File: src/rtl/pipe_ctrl.sv
// pipe_ctrl: hazard and trap sequencer for the 5-stage RV32I pipeline.
// It drives stall, flush and bubble controls to the PC, IF_ID and ID_EX registers.
// It resolves load-use hazards that forwarding in ID cannot cover.
// It redirects the PC on taken branches and jumps resolved in EX.
// It sequences ecall / ebreak / illegal-instruction traps and mret as
// IDLE -> DRAIN -> CSR -> JUMP -> IDLE.
//
// Ports:
//   clk, rst                  clock, synchronous active-high reset
//   id_*                      instruction in ID: valid, pc, sources, exception flags
//   ex_*                      instruction in EX: load/rd info, redirect request and target
//   mem_busy_i                data memory not ready; freezes the whole pipe
//   csr_mtvec_i / csr_mepc_i  trap vector and mret return address
//   stall_*/flush/bubble      pipeline register controls
//   redirect_o/_pc_o          PC load strobe and value
//   csr_trap_we_o, csr_mepc_wdata_o, csr_mcause_o, csr_mret_o   CSR trap-state updates
//   trap_busy_o               sequencer is not idle
module pipe_ctrl #(
  parameter int PC_WIDTH      = 32,
  parameter int REG_IDX_WIDTH = 5,
  parameter int DRAIN_CYCLES  = 3
) (
  input  logic                     clk,
  input  logic                     rst,
  input  logic                     id_valid_i,
  input  logic [PC_WIDTH-1:0]      id_pc_i,
  input  logic [REG_IDX_WIDTH-1:0] id_rs1_idx_i,
  input  logic [REG_IDX_WIDTH-1:0] id_rs2_idx_i,
  input  logic                     id_rs1_en_i,
  input  logic                     id_rs2_en_i,
  input  logic                     id_excp_ilegl_instr_i,
  input  logic                     id_excp_ecall_i,
  input  logic                     id_excp_ebreak_i,
  input  logic                     id_excp_mret_i,
  input  logic                     ex_is_load_i,
  input  logic                     ex_rd_en_i,
  input  logic [REG_IDX_WIDTH-1:0] ex_rd_idx_i,
  input  logic                     ex_redirect_i,
  input  logic [PC_WIDTH-1:0]      ex_redirect_pc_i,
  input  logic                     mem_busy_i,
  input  logic [PC_WIDTH-1:0]      csr_mtvec_i,
  input  logic [PC_WIDTH-1:0]      csr_mepc_i,
  output logic                     stall_pc_o,
  output logic                     stall_if_id_o,
  output logic                     flush_if_id_o,
  output logic                     bubble_id_ex_o,
  output logic                     stall_all_o,
  output logic                     redirect_o,
  output logic [PC_WIDTH-1:0]      redirect_pc_o,
  output logic                     csr_trap_we_o,
  output logic [PC_WIDTH-1:0]      csr_mepc_wdata_o,
  output logic [3:0]               csr_mcause_o,
  output logic                     csr_mret_o,
  output logic                     trap_busy_o
);

  localparam int CNT_W = (DRAIN_CYCLES > 1) ? $clog2(DRAIN_CYCLES) : 1;

  typedef enum logic [1:0] {IDLE, DRAIN, CSR, JUMP} state_t;

  state_t              state, state_nxt;
  logic [CNT_W-1:0]    cnt, cnt_nxt;
  logic [PC_WIDTH-1:0] epc;
  logic [3:0]          cause, cause_nxt;
  logic                is_mret, is_mret_nxt;
  logic                id_excp, take_trap, load_use;

  assign id_excp = id_excp_ilegl_instr_i | id_excp_ecall_i | id_excp_ebreak_i | id_excp_mret_i;
  // An EX redirect squashes the instruction in ID, so its exception never fires.
  assign take_trap = id_valid_i & id_excp & ~ex_redirect_i;

  assign load_use = id_valid_i & ex_is_load_i & ex_rd_en_i & (ex_rd_idx_i != '0) &
                    ((id_rs1_en_i & (id_rs1_idx_i == ex_rd_idx_i)) |
                     (id_rs2_en_i & (id_rs2_idx_i == ex_rd_idx_i)));

  // Cause priority: illegal > ecall > ebreak; mret carries cause 0.
  always_comb begin
    cause_nxt   = 4'd0;
    is_mret_nxt = 1'b0;
    if (id_excp_ilegl_instr_i) cause_nxt = 4'd2;
    else if (id_excp_ecall_i)  cause_nxt = 4'd11;
    else if (id_excp_ebreak_i) cause_nxt = 4'd3;
    else                       is_mret_nxt = 1'b1;
  end

  // State register, drain counter and trap latches.
  always_ff @(posedge clk) begin
    if (rst) begin
      state   <= IDLE;
      cnt     <= '0;
      epc     <= '0;
      cause   <= '0;
      is_mret <= 1'b0;
    end else begin
      state <= state_nxt;
      cnt   <= cnt_nxt;
      if (!mem_busy_i && state == IDLE && take_trap) begin
        epc     <= id_pc_i;
        cause   <= cause_nxt;
        is_mret <= is_mret_nxt;
      end
    end
  end

  // Next-state logic. A busy memory freezes state and counter.
  always_comb begin
    state_nxt = state;
    cnt_nxt   = cnt;
    if (!mem_busy_i) begin
      case (state)
        IDLE: if (take_trap) begin
          state_nxt = DRAIN;
          cnt_nxt   = CNT_W'(DRAIN_CYCLES - 1);
        end
        DRAIN: if (cnt == '0) state_nxt = CSR;
               else           cnt_nxt   = cnt - 1'b1;
        CSR:     state_nxt = JUMP;
        default: state_nxt = IDLE;
      endcase
    end
  end

  // Output logic. Reset forces every output low in the same cycle.
  always_comb begin
    stall_pc_o       = 1'b0;
    stall_if_id_o    = 1'b0;
    flush_if_id_o    = 1'b0;
    bubble_id_ex_o   = 1'b0;
    stall_all_o      = 1'b0;
    redirect_o       = 1'b0;
    redirect_pc_o    = '0;
    csr_trap_we_o    = 1'b0;
    csr_mepc_wdata_o = '0;
    csr_mcause_o     = '0;
    csr_mret_o       = 1'b0;
    trap_busy_o      = 1'b0;
    if (!rst) begin
      if (mem_busy_i) begin
        stall_all_o   = 1'b1;
        stall_pc_o    = 1'b1;
        stall_if_id_o = 1'b1;
      end else begin
        trap_busy_o      = (state != IDLE);
        csr_mepc_wdata_o = epc;
        csr_mcause_o     = cause;
        case (state)
          IDLE: begin
            if (ex_redirect_i) begin
              redirect_o     = 1'b1;
              redirect_pc_o  = ex_redirect_pc_i;
              flush_if_id_o  = 1'b1;
              bubble_id_ex_o = 1'b1;
            end else if (take_trap) begin
              flush_if_id_o  = 1'b1;
              bubble_id_ex_o = 1'b1;
              stall_pc_o     = 1'b1;
            end else if (load_use) begin
              stall_pc_o     = 1'b1;
              stall_if_id_o  = 1'b1;
              bubble_id_ex_o = 1'b1;
            end
          end
          DRAIN: begin
            stall_pc_o    = 1'b1;
            flush_if_id_o = 1'b1;
          end
          CSR: begin
            csr_trap_we_o = ~is_mret;
            csr_mret_o    = is_mret;
            stall_pc_o    = 1'b1;
            flush_if_id_o = 1'b1;
          end
          default: begin
            redirect_o    = 1'b1;
            redirect_pc_o = is_mret ? csr_mepc_i : csr_mtvec_i;
            flush_if_id_o = 1'b1;
          end
        endcase
      end
    end
  end

endmodule

File: config.mk
export PLATFORM = sky130hd
export DESIGN_NAME = pipe_ctrl
export DESIGN_NICKNAME = d
export VERILOG_FILES = /design/src/rtl/pipe_ctrl.sv
export SDC_FILE = /design/constraint.sdc
export NUM_CORES = 1
export LEC_CHECK = 0
export CAP_MARGIN = 20
export CELL_PAD_IN_SITES_DETAIL_PLACEMENT = 1
export CELL_PAD_IN_SITES_GLOBAL_PLACEMENT = 1
export CORE_MARGIN = 5
export CORE_UTILIZATION = 22
export DETAILED_ROUTE_END_ITERATION = 8
export GPL_TIMING_DRIVEN = 1
export HOLD_SLACK_MARGIN = 0.12
export PLACE_DENSITY = 0.93
export SYNTH_ARGS = -nofsm -noshare
export SYNTH_HDL_FRONTEND = slang
export SYNTH_SLANG_ARGS = --single-unit
File: constraint.sdc
create_clock -name clk -period 2.9 [get_ports clk]
set_input_delay 0.87 -clock clk [delete_from_list [all_inputs] [get_ports clk]]
set_output_delay 0.87 -clock clk [all_outputs]
set_load 0.05 [all_outputs]
* Yosys cells after proc, flatten, opt, wreduce, memory -nomap -nowiden *
Index checks and enable logic that the tools add are counted.

word-level totals
  bits in registers = 41
  bits in latches = 0
  RAM bits = 0
  bits in read-only memories = 0
  output and inout port bits = 77
  logic and storage cells = 94
  memories kept = 0

operators by class
  add/sub/neg operators = 1
  multiply operators = 0
  divide/modulo/power cells = 0
  order comparisons = 0
  equal/unequal tests = 7
  shift-type cells = 0
  multiplexer cells = 55
  bitwise gates (word level) = 15
  reductions and logical operators = 11

operator list
  operator                                              count
  2-to-1 mux 32 bit                                     6
  case mux 32 bit (2 select lines)                      1
  2-to-1 mux 1 bit                                      35
  2-to-1 mux 4 bit                                      4
  equality test 5 bit                                   2
  2-to-1 mux 2 bit                                      5
  bitwise AND 1 bit                                     8
  != test 2 bit (second input constant)                 3
  case mux 2 bit (3 select lines)                       1
  nonzero test 5 bit                                    1
  logical NOT 2 bit                                     2
  bitwise OR 1 bit                                      4
  case mux 1 bit (2 select lines)                       2
  case mux 2 bit (2 select lines)                       1
  AND reduction 4 bit                                   1
  nonzero test 2 bit                                    2
  NOT 1 bit                                             3
  AND reduction 3 bit                                   1
  equality test 2 x 1 -> 1 bit (second input constant)  1
  equality test 2 bit (second input constant)           1
  logical AND 1 bit                                     2
  OR reduction 2 bit                                    1
  subtractor 2 x 1 -> 2 bit (second input constant)     1
  logical NOT 1 bit                                     1

* Logic depth before layout (Yosys ltp) *
Gate-level depths: netlist of the first run.

  depth after elaboration = 10
  depth in mapped cells = 8

* Least setup slack after synthesis of the first run *
Ideal clock, no wire load.

  path type = input-to-output
  start point = input port ex_rd_idx_i[3]
  end point = output port bubble_id_ex_o
  arrival time = 2.655 ns
  path slack = -0.625 ns
  cell stages on the path = 4
  cell sequence = xor2_1 nor4_1 a32oi_1 o31ai_1

on the way
  longest elaborated chain between the ends = 10

RTL lines
  what                                    line    source
  start: declaration                      37      input logic [REG_IDX_WIDTH-1:0] ex_rd_idx_i,
  equality test 5 bit (on tied branches)  73, 74
  bitwise AND 1 bit (on tied branches)    73, 74
  bitwise OR 1 bit                        73      ((id_rs1_en_i & (id_rs1_idx_i == ex_rd_idx_i)) |
  bitwise AND 1 bit (*)                   72      assign load_use = id_valid_i & ex_is_load_i & ex_rd_en_i & (ex_rd_idx_i != '0) &
  2-to-1 mux 1 bit (*)                    157     end else if (load_use) begin
  2-to-1 mux 1 bit (*)                    153     end else if (take_trap) begin
  2-to-1 mux 1 bit (*)                    148     if (ex_redirect_i) begin
  2-to-1 mux 1 bit (*)                    146     case (state)
  2-to-1 mux 1 bit (*)                    138     if (mem_busy_i) begin
  2-to-1 mux 1 bit (*)                    137     if (!rst) begin
  end: declaration                        46      output logic bubble_id_ex_o,

Every way passes the cells marked *; elsewhere a longest branch is shown, timed or not.

* Worst setup path in the final report of the first run *
  start point = input port ex_rd_idx_i[3]
  end point = output port stall_if_id_o

on the way
  longest elaborated chain between the ends = 10

RTL lines
  what                                    line    source
  equality test 5 bit (on tied branches)  73, 74
  bitwise AND 1 bit (on tied branches)    73, 74
  bitwise OR 1 bit                        73
  bitwise AND 1 bit (*)                   72
  2-to-1 mux 1 bit (*)                    157
  2-to-1 mux 1 bit (*)                    153
  2-to-1 mux 1 bit (*)                    148
  2-to-1 mux 1 bit (*)                    146
  2-to-1 mux 1 bit (*)                    138
  2-to-1 mux 1 bit (*)                    137
  end: declaration                        44      output logic stall_if_id_o,

Marks and branches as above.

==> parameters.txt, run 1 <==
Parameter                              Value

Synth
  Netlist area before placement ... 2900 um^2
  Dominant cell type by area after synthesis ... sky130_fd_sc_hd__dfxtp_1
  Top post-synthesis cells by area ... sky130_fd_sc_hd__dfxtp_1, sky130_fd_sc_hd__mux2_2, sky130_fd_sc_hd__nand2_1, sky130_fd_sc_hd__a22oi_1, sky130_fd_sc_hd__and2_1
  Count of cell types in the netlist ... 42
  Flop and latch count out of synthesis ... 40
  Fraction of post-synthesis cell area in the top cell type by area ... 0.276
  Synthesized instance count ... 389
  Per-instance average area after synthesis ... 7.45 um^2
  Part of the Yosys area used for sequential elements ... 0.276
  Most frequently used flop master after synthesis ... sky130_fd_sc_hd__dfxtp_1
  Top cells by count, synth ... sky130_fd_sc_hd__nand2_1, sky130_fd_sc_hd__nor2_1, sky130_fd_sc_hd__a21oi_1, sky130_fd_sc_hd__dfxtp_1, sky130_fd_sc_hd__and2_1
  Number of flops mapped to enable cells by yosys ... 0
  Synth Net Count ... 550
  Most used standard cell by instance count after synthesis ... sky130_fd_sc_hd__nand2_1
  Fraction of synthesis flops using an asynchronous set or reset pin ... 0
  Synth Warn # ... 0

Route
  Number of design rule violations left after detail routing ... 0
  Number of detailed-routing iterations run before antenna repair ... 4
  Routed via count divided by cell count ... 4.94
  Detailed Route WL ... 19500 um
  Total number of vias ... 3989
  Post-detailed-route count of antenna-violating nets ... 0
  Post-detailed-route wirelength per cell ... 24.2 um
  Count of routing violations after the opening detailed-route iteration ... 149

STA
  Worst hold slack after final layout ... 0.454 ns
  Final Hold Viols ... 0
  Setup_tns ... -0.494 ns
  Fin crit period ... 3.07 ns
  Transition at the pin with the smallest max-transition slack ... 0.781 ns
  Count of final setup violators ... 8
  Setup clock skew after layout ... 0.00651 ns
  Final Max Tran Viols ... 0
  Share of the cycle needed by the critical path after routing ... 1.06
  Maximum achievable frequency ... 0.325 GHz
  Final worst-path setup slack ... -0.175 ns
  Slew headroom ... 0.474
  Unrepaired setup endpoints after global routing ... yes

Setup path
  Number of cell instances on the worst register-to-register path ... 6
  Startpoint-to-endpoint class of the critical path ... input pin to primary output
  Crit path launch type ... input pin
  Reg2reg start ... state[0]
  Critical Path Sink Type ... primary output
  Crit-path max FO ... 3
  Terminus of the critical flop-to-flop path ... cause[1]
  Cell at the slowest stage of the critical path ... sky130_fd_sc_hd__or4_4
  Critical path launch point ... ex_rd_idx_i[3]
  Worst reg2reg setup slack ... 1.09 ns
  Endpoint arrival time on the critical path ... 2.20 ns
  CP peak stage delay ... 0.55 ns
  Critical-path cell list ... buf_8, or4_4, o2111ai_4, nand3b_1, o22ai_4, buf_6
  Critical path endpoint ... stall_if_id_o
  Required time worst endpoint ... 2.03 ns

Placed design
  HPWL after detailed placement ... 13400 um
  Port Buf Inserts ... 231
  Placer Congestion ... 0.946
  Placed cell area ... 6320 um^2

Clock tree
  Clock tree from TritonCTS ... yes
  CTS Hold Buffers Added ... 0
  Clock edge transition at the registers on the reported setup and hold paths ... 0.06 ns
  Number of levels in the clock H-tree ... 2
  Clock root buffer ... sky130_fd_sc_hd__clkbuf_16
  Number of buffers created by CTS ... 5
  Maximum buffer depth of the clock tree ... 2
  Worst-skew pair later-pin latency ... 0.28 ns
  Count of clock tree sinks ... 40

Floorplanning
  Die W ... 125 um
  Placement Rows ... 42
  Die Area ... 15600 um^2
  Number of I/O pins ... 233
  Initial cell density of the core ... 0.222
  Die height ... 125 um
  Std-Cell Core Area ... 13100 um^2

Worst hold path
  Path class of the lowest-slack min-delay path ... flop to flop

Layout
  Layout-stage area growth over the synthesis result ... 139%
  Total number of nets in the final design ... 791
  Fraction of layout instances using a drive strength above 1 ... 0.393
  Final std cell area, no fill ... 6920 um^2

Run
  Number of max-capacitance violations reported ... 0

Run status
  Result of the run ... finished with violations
  Failing checks ... negative setup slack

GRT
  Number of antenna violations at the first check in global routing ... 2
  Pin count of the biggest net entering global routing ... 39
  Combined global-route utilization of all metal layers ... 0.230
  Global-route wire length before repair ... 28300 um
  Final global-route overflow total ... 0
  Number of global-route vias before repair ... 4522

Pwr
  Overall power of the completed layout ... 0.00217 W
  Cell Pwr Density ... 313 nW/um^2
  Leakage power ... 2.58 nW
  Worst ir drop on vdd ... 0.000268 V
## worst min-delay path by stage
| stage | start | end | slack, ns | depth (start not counted) |
|---|---|---|---|---|
| 2_1_floorplan | cause[0] | cause[0] | 0.43 | 2 |
| 3_3_place_gp | cause[0] | cause[0] | 0.44 | 2 |
| 3_5_place_dp | epc[15] | epc[15] | 0.45 | 2 |
| 4_1_cts | epc[15] | epc[15] | 0.46 | 2 |
| 5_1_grt | epc[31] | epc[31] | 0.47 | 2 |
| 6_report | epc[26] | epc[26] | 0.45 | 2 |
## placed cells by master, fill, tap and decap left out, types with 7 or more instances in the layout
cell type                           n
sky130_fd_sc_hd__dfxtp_1           38
sky130_fd_sc_hd__a21oi_1           39
sky130_fd_sc_hd__and2_1            38
sky130_fd_sc_hd__clkdlybuf4s50_1  128
sky130_fd_sc_hd__mux2_2            31
sky130_fd_sc_hd__nor2_2            25
sky130_fd_sc_hd__buf_2             10
sky130_fd_sc_hd__a22oi_2           27
sky130_fd_sc_hd__buf_12            79
sky130_fd_sc_hd__nand2_1           69
sky130_fd_sc_hd__buf_4             27
sky130_fd_sc_hd__nor2_1            17
sky130_fd_sc_hd__inv_1              7
## worst max-delay path: cells and delay by family
kind	cells	cell delay, ns
AND/OR/NAND/NOR	2	0.76
buffers and inverters	2	0.26
AO/OA/AOI/OAI	2	0.31
## report_power, final
| part | internal (W) | switching [W] | total, W | leakage (nW) |
|---|---|---|---|---|
| combinational | 0.000479 | 0.000440 | 0.000919 | 2.17 |
| clock | 0.000431 | 0.000231 | 0.000663 | 0.0871 |
| sequential | 0.000573 | 0.0000123 | 0.000586 | 0.325 |
## area by class of cell
cell class                      instances  area, um^2
Clock buffer                            6         139
Tap cell                              176         220
Clock inverter                          2        38.8
Multi-Input combinational cell        308        2280
Antenna cell                            1        2.50
Sequential cell                        40         803
Timing Repair Buffer                  267        3400
Inverter                                8        30.0
Fill cell                            1403        6170
## registers in the layout, summed over array words and instances, names as in the netlist
name,count
epc,32
cause,3
cnt,2
state,2
is_mret,1
## per-layer routing
layer,vias up,track usage,share of wire
met4,2,0.0922,0.040
li1,1807,-,-
met3,46,0.0669,0.074
met5,-,0,0.00061
met2,205,0.428,0.52
met1,1929,0.242,0.36
## cell families after synthesis
family / synth area share
xor gates and xnor gates: 0.0302
and+or+nand+nor: 0.289
AOI/OAI and AO/OA: 0.187
adders and majority gates: 0.0216
muxes: 0.124
DFF: 0.276
other: 0.00129
buffers and inverters: 0.0699
## what timing repair did
| action | 4_1_cts | 5_1_grt |
|---|---|---|
| setup buffers | 5 | 1 |
| cloned | 3 | 0 |
| endpoints found under the setup margin | 71 | 28 |
| gates resized for setup | 105 | 52 |
| pin swaps | 28 | 15 |
## per-stage QoR
step,setup WS [ns],util,cells
2_1_floorplan,-0.205,-,389
3_3_place_gp,-0.575,0.483,793
3_5_place_dp,-0.684,0.483,793
4_1_cts,-0.179,0.515,806
5_1_grt,-0.208,0.528,807
6_report,-0.175,0.528,808
Note: power is estimated with default switching activity, not from simulation.
==> run 2, diff against run 1 <==
--- a/config.mk
+++ b/config.mk
@@ -8,12 +8,12 @@
 export CAP_MARGIN = 20
 export CELL_PAD_IN_SITES_DETAIL_PLACEMENT = 1
 export CELL_PAD_IN_SITES_GLOBAL_PLACEMENT = 1
-export CORE_MARGIN = 5
+export CORE_ASPECT_RATIO = 0.5
 export CORE_UTILIZATION = 22
 export DETAILED_ROUTE_END_ITERATION = 8
 export GPL_TIMING_DRIVEN = 1
 export HOLD_SLACK_MARGIN = 0.12
-export PLACE_DENSITY = 0.93
+export PLACE_DENSITY = 0.87
 export SYNTH_ARGS = -nofsm -noshare
 export SYNTH_HDL_FRONTEND = slang
 export SYNTH_SLANG_ARGS = --single-unit
==> run 2 against run 1 <==
Against the previous run: fmax is 1.8% lower; register-to-register slack better by 0.02 ns; sequential share of layout area hardly changed; non-clock buffer count is 3 higher; worst hold slack worse by 0.0038 ns; via count is 5.0% lower; critical path type unchanged; design area is 0.89% higher; the run still ends with negative setup slack left; total power is 7.2% lower; combinational power is 2.7% lower.
==> parameters.txt, run 2 (synthesis gave the netlist of run 1 again) <==
Parameter                              Value

GRT
  Number of global-route vias before repair ... 4399
  Number of antenna violations at the first check in global routing ... 0
  Final global-route overflow total ... 0
  Global-route wire length before repair ... 23600 um
  Combined global-route utilization of all metal layers ... 0.224
  Pin count of the biggest net entering global routing ... 36

Pwr
  Cell Pwr Density ... 288 nW/um^2
  Overall power of the completed layout ... 0.00201 W
  Leakage power ... 2.54 nW
  Worst ir drop on vdd ... 0.000208 V

STA
  Final Hold Viols ... 0
  Final worst-path setup slack ... -0.231 ns
  Transition at the pin with the smallest max-transition slack ... 0.791 ns
  Slew headroom ... 0.467
  Share of the cycle needed by the critical path after routing ... 1.08
  Maximum achievable frequency ... 0.319 GHz
  Count of final setup violators ... 3
  Worst hold slack after final layout ... 0.450 ns
  Setup_tns ... -0.591 ns
  Final Max Tran Viols ... 0
  Fin crit period ... 3.13 ns
  Setup clock skew after layout ... 0.00333 ns
  Unrepaired setup endpoints after global routing ... yes

Setup path
  Worst reg2reg setup slack ... 1.11 ns
  Reg2reg start ... state[0]
  Crit path launch type ... input pin
  Number of cell instances on the worst register-to-register path ... 7
  Critical Path Sink Type ... primary output
  Critical path launch point ... ex_rd_idx_i[3]
  Required time worst endpoint ... 2.03 ns
  Startpoint-to-endpoint class of the critical path ... input pin to primary output
  Critical path endpoint ... stall_if_id_o
  Endpoint arrival time on the critical path ... 2.26 ns
  Crit-path max FO ... 3
  Terminus of the critical flop-to-flop path ... cnt[1]

Clock tree
  Worst-skew pair later-pin latency ... 0.28 ns
  Count of clock tree sinks ... 40
  Clock edge transition at the registers on the reported setup and hold paths ... 0.06 ns
  Number of buffers created by CTS ... 5
  Number of levels in the clock H-tree ... 2
  Clock root buffer ... sky130_fd_sc_hd__clkbuf_16
  Maximum buffer depth of the clock tree ... 2
  Clock tree from TritonCTS ... yes

Floorplanning
  Die Area ... 13700 um^2
  Die height ... 83.2 um
  Std-Cell Core Area ... 12800 um^2
  Placement Rows ... 29
  Number of I/O pins ... 233
  Die W ... 164 um
  Initial cell density of the core ... 0.227

Route
  Number of design rule violations left after detail routing ... 0
  Count of routing violations after the opening detailed-route iteration ... 114
  Total number of vias ... 3789
  Number of detailed-routing iterations run before antenna repair ... 4
  Post-detailed-route wirelength per cell ... 19.0 um
  Detailed Route WL ... 15300 um
  Routed via count divided by cell count ... 4.71
  Post-detailed-route count of antenna-violating nets ... 0

Layout
  Largest register by flop count ... epc
  Area used by multi-input combinational logic ... 2310 um^2
  Reg area ... 807 um^2
  Max FFs per register ... 32
  Number of diodes ... 0
  Total number of nets in the final design ... 794
  Commonest cells after routing, fill and taps aside ... sky130_fd_sc_hd__clkdlybuf4s50_1, sky130_fd_sc_hd__buf_12, sky130_fd_sc_hd__nand2_1
  Most common library cell in the layout ignoring fill and taps ... sky130_fd_sc_hd__clkdlybuf4s50_1
  Biggest regs ... epc: 32 flops, cause: 3 flops
  Post-route insts no fill ... 804
  Fraction of layout instances using a drive strength above 1 ... 0.390
  Fill count ... 1378
  Layout-stage area growth over the synthesis result ... 141%

Placed design
  Placer Congestion ... 0.809
  Port Buf Inserts ... 231
  Number of cells after detailed placement ... 788
  HPWL after detailed placement ... 11400 um

Worst hold path
  Path class of the lowest-slack min-delay path ... flop to flop

Run status
  Failing checks ... negative setup slack
  Result of the run ... finished with violations

Run
  Number of max-capacitance violations reported ... 0
-- run 2: cell types whose count changed in the layout (fill, tap and decap cells not counted), sizes merged --
cell,previous run,this run
clkinv,1,3
dlymetal6s2s,4,0
clkdlybuf4s15,0,6
diode,1,0
clkdlybuf4s50,128,133
clkbuf,10,6
bufinv,1,0
buf,125,124
-- run 2: repair_timing --
item                       in CTS  in global routing
gates cloned                    4                  0
gates resized for setup       144                 13
setup endpoints to repair      76                 15
pin swaps                      38                  7
hold buffers                    0                  0
buffers inserted                6                  0
-- run 2: metrics by stage --
step,instance area (um^2),worst slack [ns],utilization
after global placement,6350,-0.580,0.497
after CTS,6940,-0.177,0.543
final,6980,-0.231,0.546
after global routing,6980,-0.281,0.546
after floorplan,2960,-0.205,-
after detailed placement,6350,-0.666,0.497
-- run 2: how the worst min path moves through the flow --
stage | end | startpoint | cells after the start | slack [ns]
finish | epc[2] | epc[2] | 2 | 0.45
global route | epc[9] | epc[9] | 2 | 0.47
CTS | epc[19] | epc[19] | 2 | 0.45
detailed placement | epc[19] | epc[19] | 2 | 0.44
global placement | cause[0] | cause[0] | 2 | 0.43
floorplan | cause[0] | cause[0] | 2 | 0.43
-- run 2: power by group --
group          internal (W)  total, W  switching [W]
clock network      0.000317  0.000531       0.000215
registers          0.000574  0.000587      0.0000131
logic              0.000480  0.000894       0.000414
total               0.00137   0.00201       0.000642
-- run 2: area by class of cell --
type,instances,area share
repair buffers,270,0.497
flip-flops and latches,40,0.116
well taps,170,0.0305
multi-input cells,308,0.332
inverters,8,0.00430
clock buffers,5,0.0179
clock inverters,3,0.00269
-- run 2: metal layers --
layer | up-vias | track usage | routed length, um
met5 | - | 0 | 0
met3 | 27 | 0.0275 | 682
met1 | 1826 | 0.228 | 5650
met4 | 0 | 0.0800 | 418
li1 | 1813 | - | -
met2 | 123 | 0.457 | 8560
-- run 2: critical path, stage by stage --
cell and delay, ns:
sky130_fd_sc_hd__buf_8 0.10, sky130_fd_sc_hd__buf_6 0.12, sky130_fd_sc_hd__xor2_4 0.18, sky130_fd_sc_hd__nor4_4 0.34
sky130_fd_sc_hd__a32oi_4 0.22, sky130_fd_sc_hd__buf_6 0.16, sky130_fd_sc_hd__o22ai_4 0.11, sky130_fd_sc_hd__buf_12 0.16
==> run 3, diff against run 2 <==
--- a/config.mk
+++ b/config.mk
@@ -5,10 +5,8 @@
 export SDC_FILE = /design/constraint.sdc
 export NUM_CORES = 1
 export LEC_CHECK = 0
-export CAP_MARGIN = 20
 export CELL_PAD_IN_SITES_DETAIL_PLACEMENT = 1
 export CELL_PAD_IN_SITES_GLOBAL_PLACEMENT = 1
-export CORE_ASPECT_RATIO = 0.5
 export CORE_UTILIZATION = 22
 export DETAILED_ROUTE_END_ITERATION = 8
 export GPL_TIMING_DRIVEN = 1
==> run 3 against run 2 <==
Against the previous run: the run still ends with negative setup slack left; design area is 4.1% lower; register-to-register slack better by 0.10 ns; final cell count is 0.25% lower; clock skew is 0.0026 ns higher; worst setup slack better by 0.041 ns; clock power is 8.1% higher; die area is 0.21% lower; sequential share of layout area is 0.46 points higher; highest routed layer unchanged.
==> parameters.txt, run 3 (synthesis gave the netlist of run 1 again) <==
Parameter                              Value

Run status
  Result of the run ... finished with violations
  Failing checks ... negative setup slack

STA
  Worst hold slack after final layout ... 0.451 ns
  Share of the cycle needed by the critical path after routing ... 1.07
  Final worst-path setup slack ... -0.190 ns
  Unrepaired setup endpoints after global routing ... yes
  Setup clock skew after layout ... 0.00589 ns
  Final Max Tran Viols ... 0
  Fin crit period ... 3.09 ns
  Final Hold Viols ... 0
  Transition at the pin with the smallest max-transition slack ... 0.656 ns
  Slew headroom ... 0.558
  Maximum achievable frequency ... 0.324 GHz
  Setup_tns ... -0.470 ns
  Count of final setup violators ... 3

Worst hold path
  Hold path startpoint ... epc[26]
  Path class of the lowest-slack min-delay path ... flop to flop
  Worst min-delay path endpoint ... epc[26]
  Number of stages on the worst hold path ... 2

GRT
  Final global-route overflow total ... 0
  Combined global-route utilization of all metal layers ... 0.221
  Pin count of the biggest net entering global routing ... 36
  Number of global-route vias before repair ... 4296
  Number of antenna violations at the first check in global routing ... 0
  Global-route wire length before repair ... 22900 um

Setup path
  Critical Path Sink Type ... primary output
  Number of buffers and inverters on the critical path ... 2
  Crit-path max FO ... 3
  Kind of cell adding the most delay to the critical path ... buffers and inverters
  Terminus of the critical flop-to-flop path ... cause[1]
  Number of cell instances on the worst register-to-register path ... 6
  Worst reg2reg setup slack ... 1.21 ns
  Required time worst endpoint ... 2.03 ns
  Critical-path cell list ... dlygate4sd2_1, xor2_1, nor4_2, a32oi_4, o31ai_4, buf_12
  Cell at the slowest stage of the critical path ... sky130_fd_sc_hd__nor4_2
  Startpoint-to-endpoint class of the critical path ... input pin to primary output
  Endpoint arrival time on the critical path ... 2.22 ns
  Reg2reg start ... state[0]
  CP peak stage delay ... 0.37 ns
  Crit path launch type ... input pin

Pwr
  Internal Pwr Total ... 0.00137 W
  Share of power burned in combinational logic ... 0.425
  Worst ir drop on vdd ... 0.000220 V
  Switching Share ... 0.320
  Power spent charging and discharging nets ... 0.000645 W
  Reg power frac ... 0.290
  Cell Pwr Density ... 301 nW/um^2
  Overall power of the completed layout ... 0.00202 W
  Leakage power ... 2.48 nW
  Clk pwr share ... 0.285

Clock tree
  Clock root buffer ... sky130_fd_sc_hd__clkbuf_16
  Number of buffers created by CTS ... 5
  Maximum buffer depth of the clock tree ... 2
  CTS Hold Buffers Added ... 0
  Clock edge transition at the registers on the reported setup and hold paths ... 0.06 ns
  Worst-skew pair later-pin latency ... 0.29 ns
  Count of clock tree sinks ... 40
  Number of levels in the clock H-tree ... 2
  Clock tree from TritonCTS ... yes

Route
  Post-detailed-route wirelength per cell ... 19.6 um
  Met3 wire len ... 1320 um
  Uppermost signal routing layer after detailed routing ... met4
  Number of design rule violations left after detail routing ... 0
  Total number of vias ... 3802
  Detailed Route WL ... 15700 um
  Met2 WL ... 8320 um
  Post-detailed-route count of antenna-violating nets ... 0
  Routed via count divided by cell count ... 4.74
  Routed length on met1 ... 5480 um
  Count of routing violations after the opening detailed-route iteration ... 93
  Number of detailed-routing iterations run before antenna repair ... 4

Layout
  Layout-stage area growth over the synthesis result ... 131%
  Post-layout utilization of the core ... 0.526
  Max FFs per register ... 32
  Number of diodes ... 0
  Largest register by flop count ... epc
  Fraction of layout instances using a drive strength above 1 ... 0.370
  Commonest cells after routing, fill and taps aside ... sky130_fd_sc_hd__clkdlybuf4s50_1, sky130_fd_sc_hd__nand2_1, sky130_fd_sc_hd__buf_12
  Total number of nets in the final design ... 790
  Most common library cell in the layout ignoring fill and taps ... sky130_fd_sc_hd__clkdlybuf4s50_1
  Biggest regs ... epc: 32 flops, cause: 3 flops
  Final std cell area, no fill ... 6690 um^2

Floorplanning
  Die Area ... 13600 um^2
  Initial cell density of the core ... 0.228
  Placement Rows ... 41
  Die W ... 117 um
  Std-Cell Core Area ... 12700 um^2
  Die height ... 117 um
  Number of I/O pins ... 233

Placed design
  HPWL after detailed placement ... 11200 um
  Placer Congestion ... 0.874
  Port Buf Inserts ... 231
  Placed cell area ... 6040 um^2

Run
  Number of max-capacitance violations reported ... 0
## run 3: area by class of cell
type,instances,area (um^2)
Inverter,8,30.0
Clock buffer,6,139
Clock inverter,2,15.0
Timing Repair Buffer,266,3250
Multi-Input combinational cell,308,2240
Tap cell,172,215
Fill cell,1446,6030
Sequential cell,40,805
## run 3: worst max-delay path by stage
| stage | from | endpoint | slack (ns) | cells after the start |
|---|---|---|---|---|
| 3_5_place_dp | ex_rd_idx_i[4] | bubble_id_ex_o | -0.77 | 6 |
| 6_report | id_rs2_idx_i[2] | bubble_id_ex_o | -0.19 | 6 |
| 4_1_cts | ex_rd_idx_i[1] | bubble_id_ex_o | -0.20 | 7 |
| 2_1_floorplan | ex_redirect_i | redirect_pc_o[14] | -0.20 | 5 |
| 3_3_place_gp | ex_rd_idx_i[2] | stall_if_id_o | -0.58 | 6 |
| 5_1_grt | ex_rd_idx_i[1] | bubble_id_ex_o | -0.24 | 7 |
## run 3: power groups by stage
stage	Combinational, W	Clock, W	Sequential, W
after global routing	0.000905	0.000621	0.000588
after global placement	0.000697	0	0.000595
after CTS	0.000831	0.000598	0.000585
after floorplan	0.000327	0	0.000593
final	0.000858	0.000574	0.000585
after detailed placement	0.000723	0	0.000597
## run 3: what timing repair did
action	CTS	global route
buffers inserted	5	0
cloned	4	0
hold endpoints to repair	0	0
gates resized for setup	127	23
pin swaps	31	8
endpoints found under the setup margin	76	39
## run 3: through the flow
step           std cells  setup slack [ns]
2_1_floorplan        389            -0.205
3_3_place_gp         785            -0.579
3_5_place_dp         785            -0.766
4_1_cts              802            -0.204
5_1_grt              802            -0.240
6_report             802            -0.190
## run 3: worst register-to-register path: cells and delay by family, from the launching register on
kind,cells,cell delay (ns)
and+or+nand+nor,2,0.65
AOI/OAI and AO/OA,1,0.16
adders and majority gates,1,0.19
DFF,1,0.33
buffers and inverters,2,0.25
## run 3: layer usage
layer  GRT usage  vias to the layer above
li1            -                     1798
met1       0.218                     1781
met2       0.424                      182
met3      0.0628                       41
met4       0.104                        0
met5           0                        -
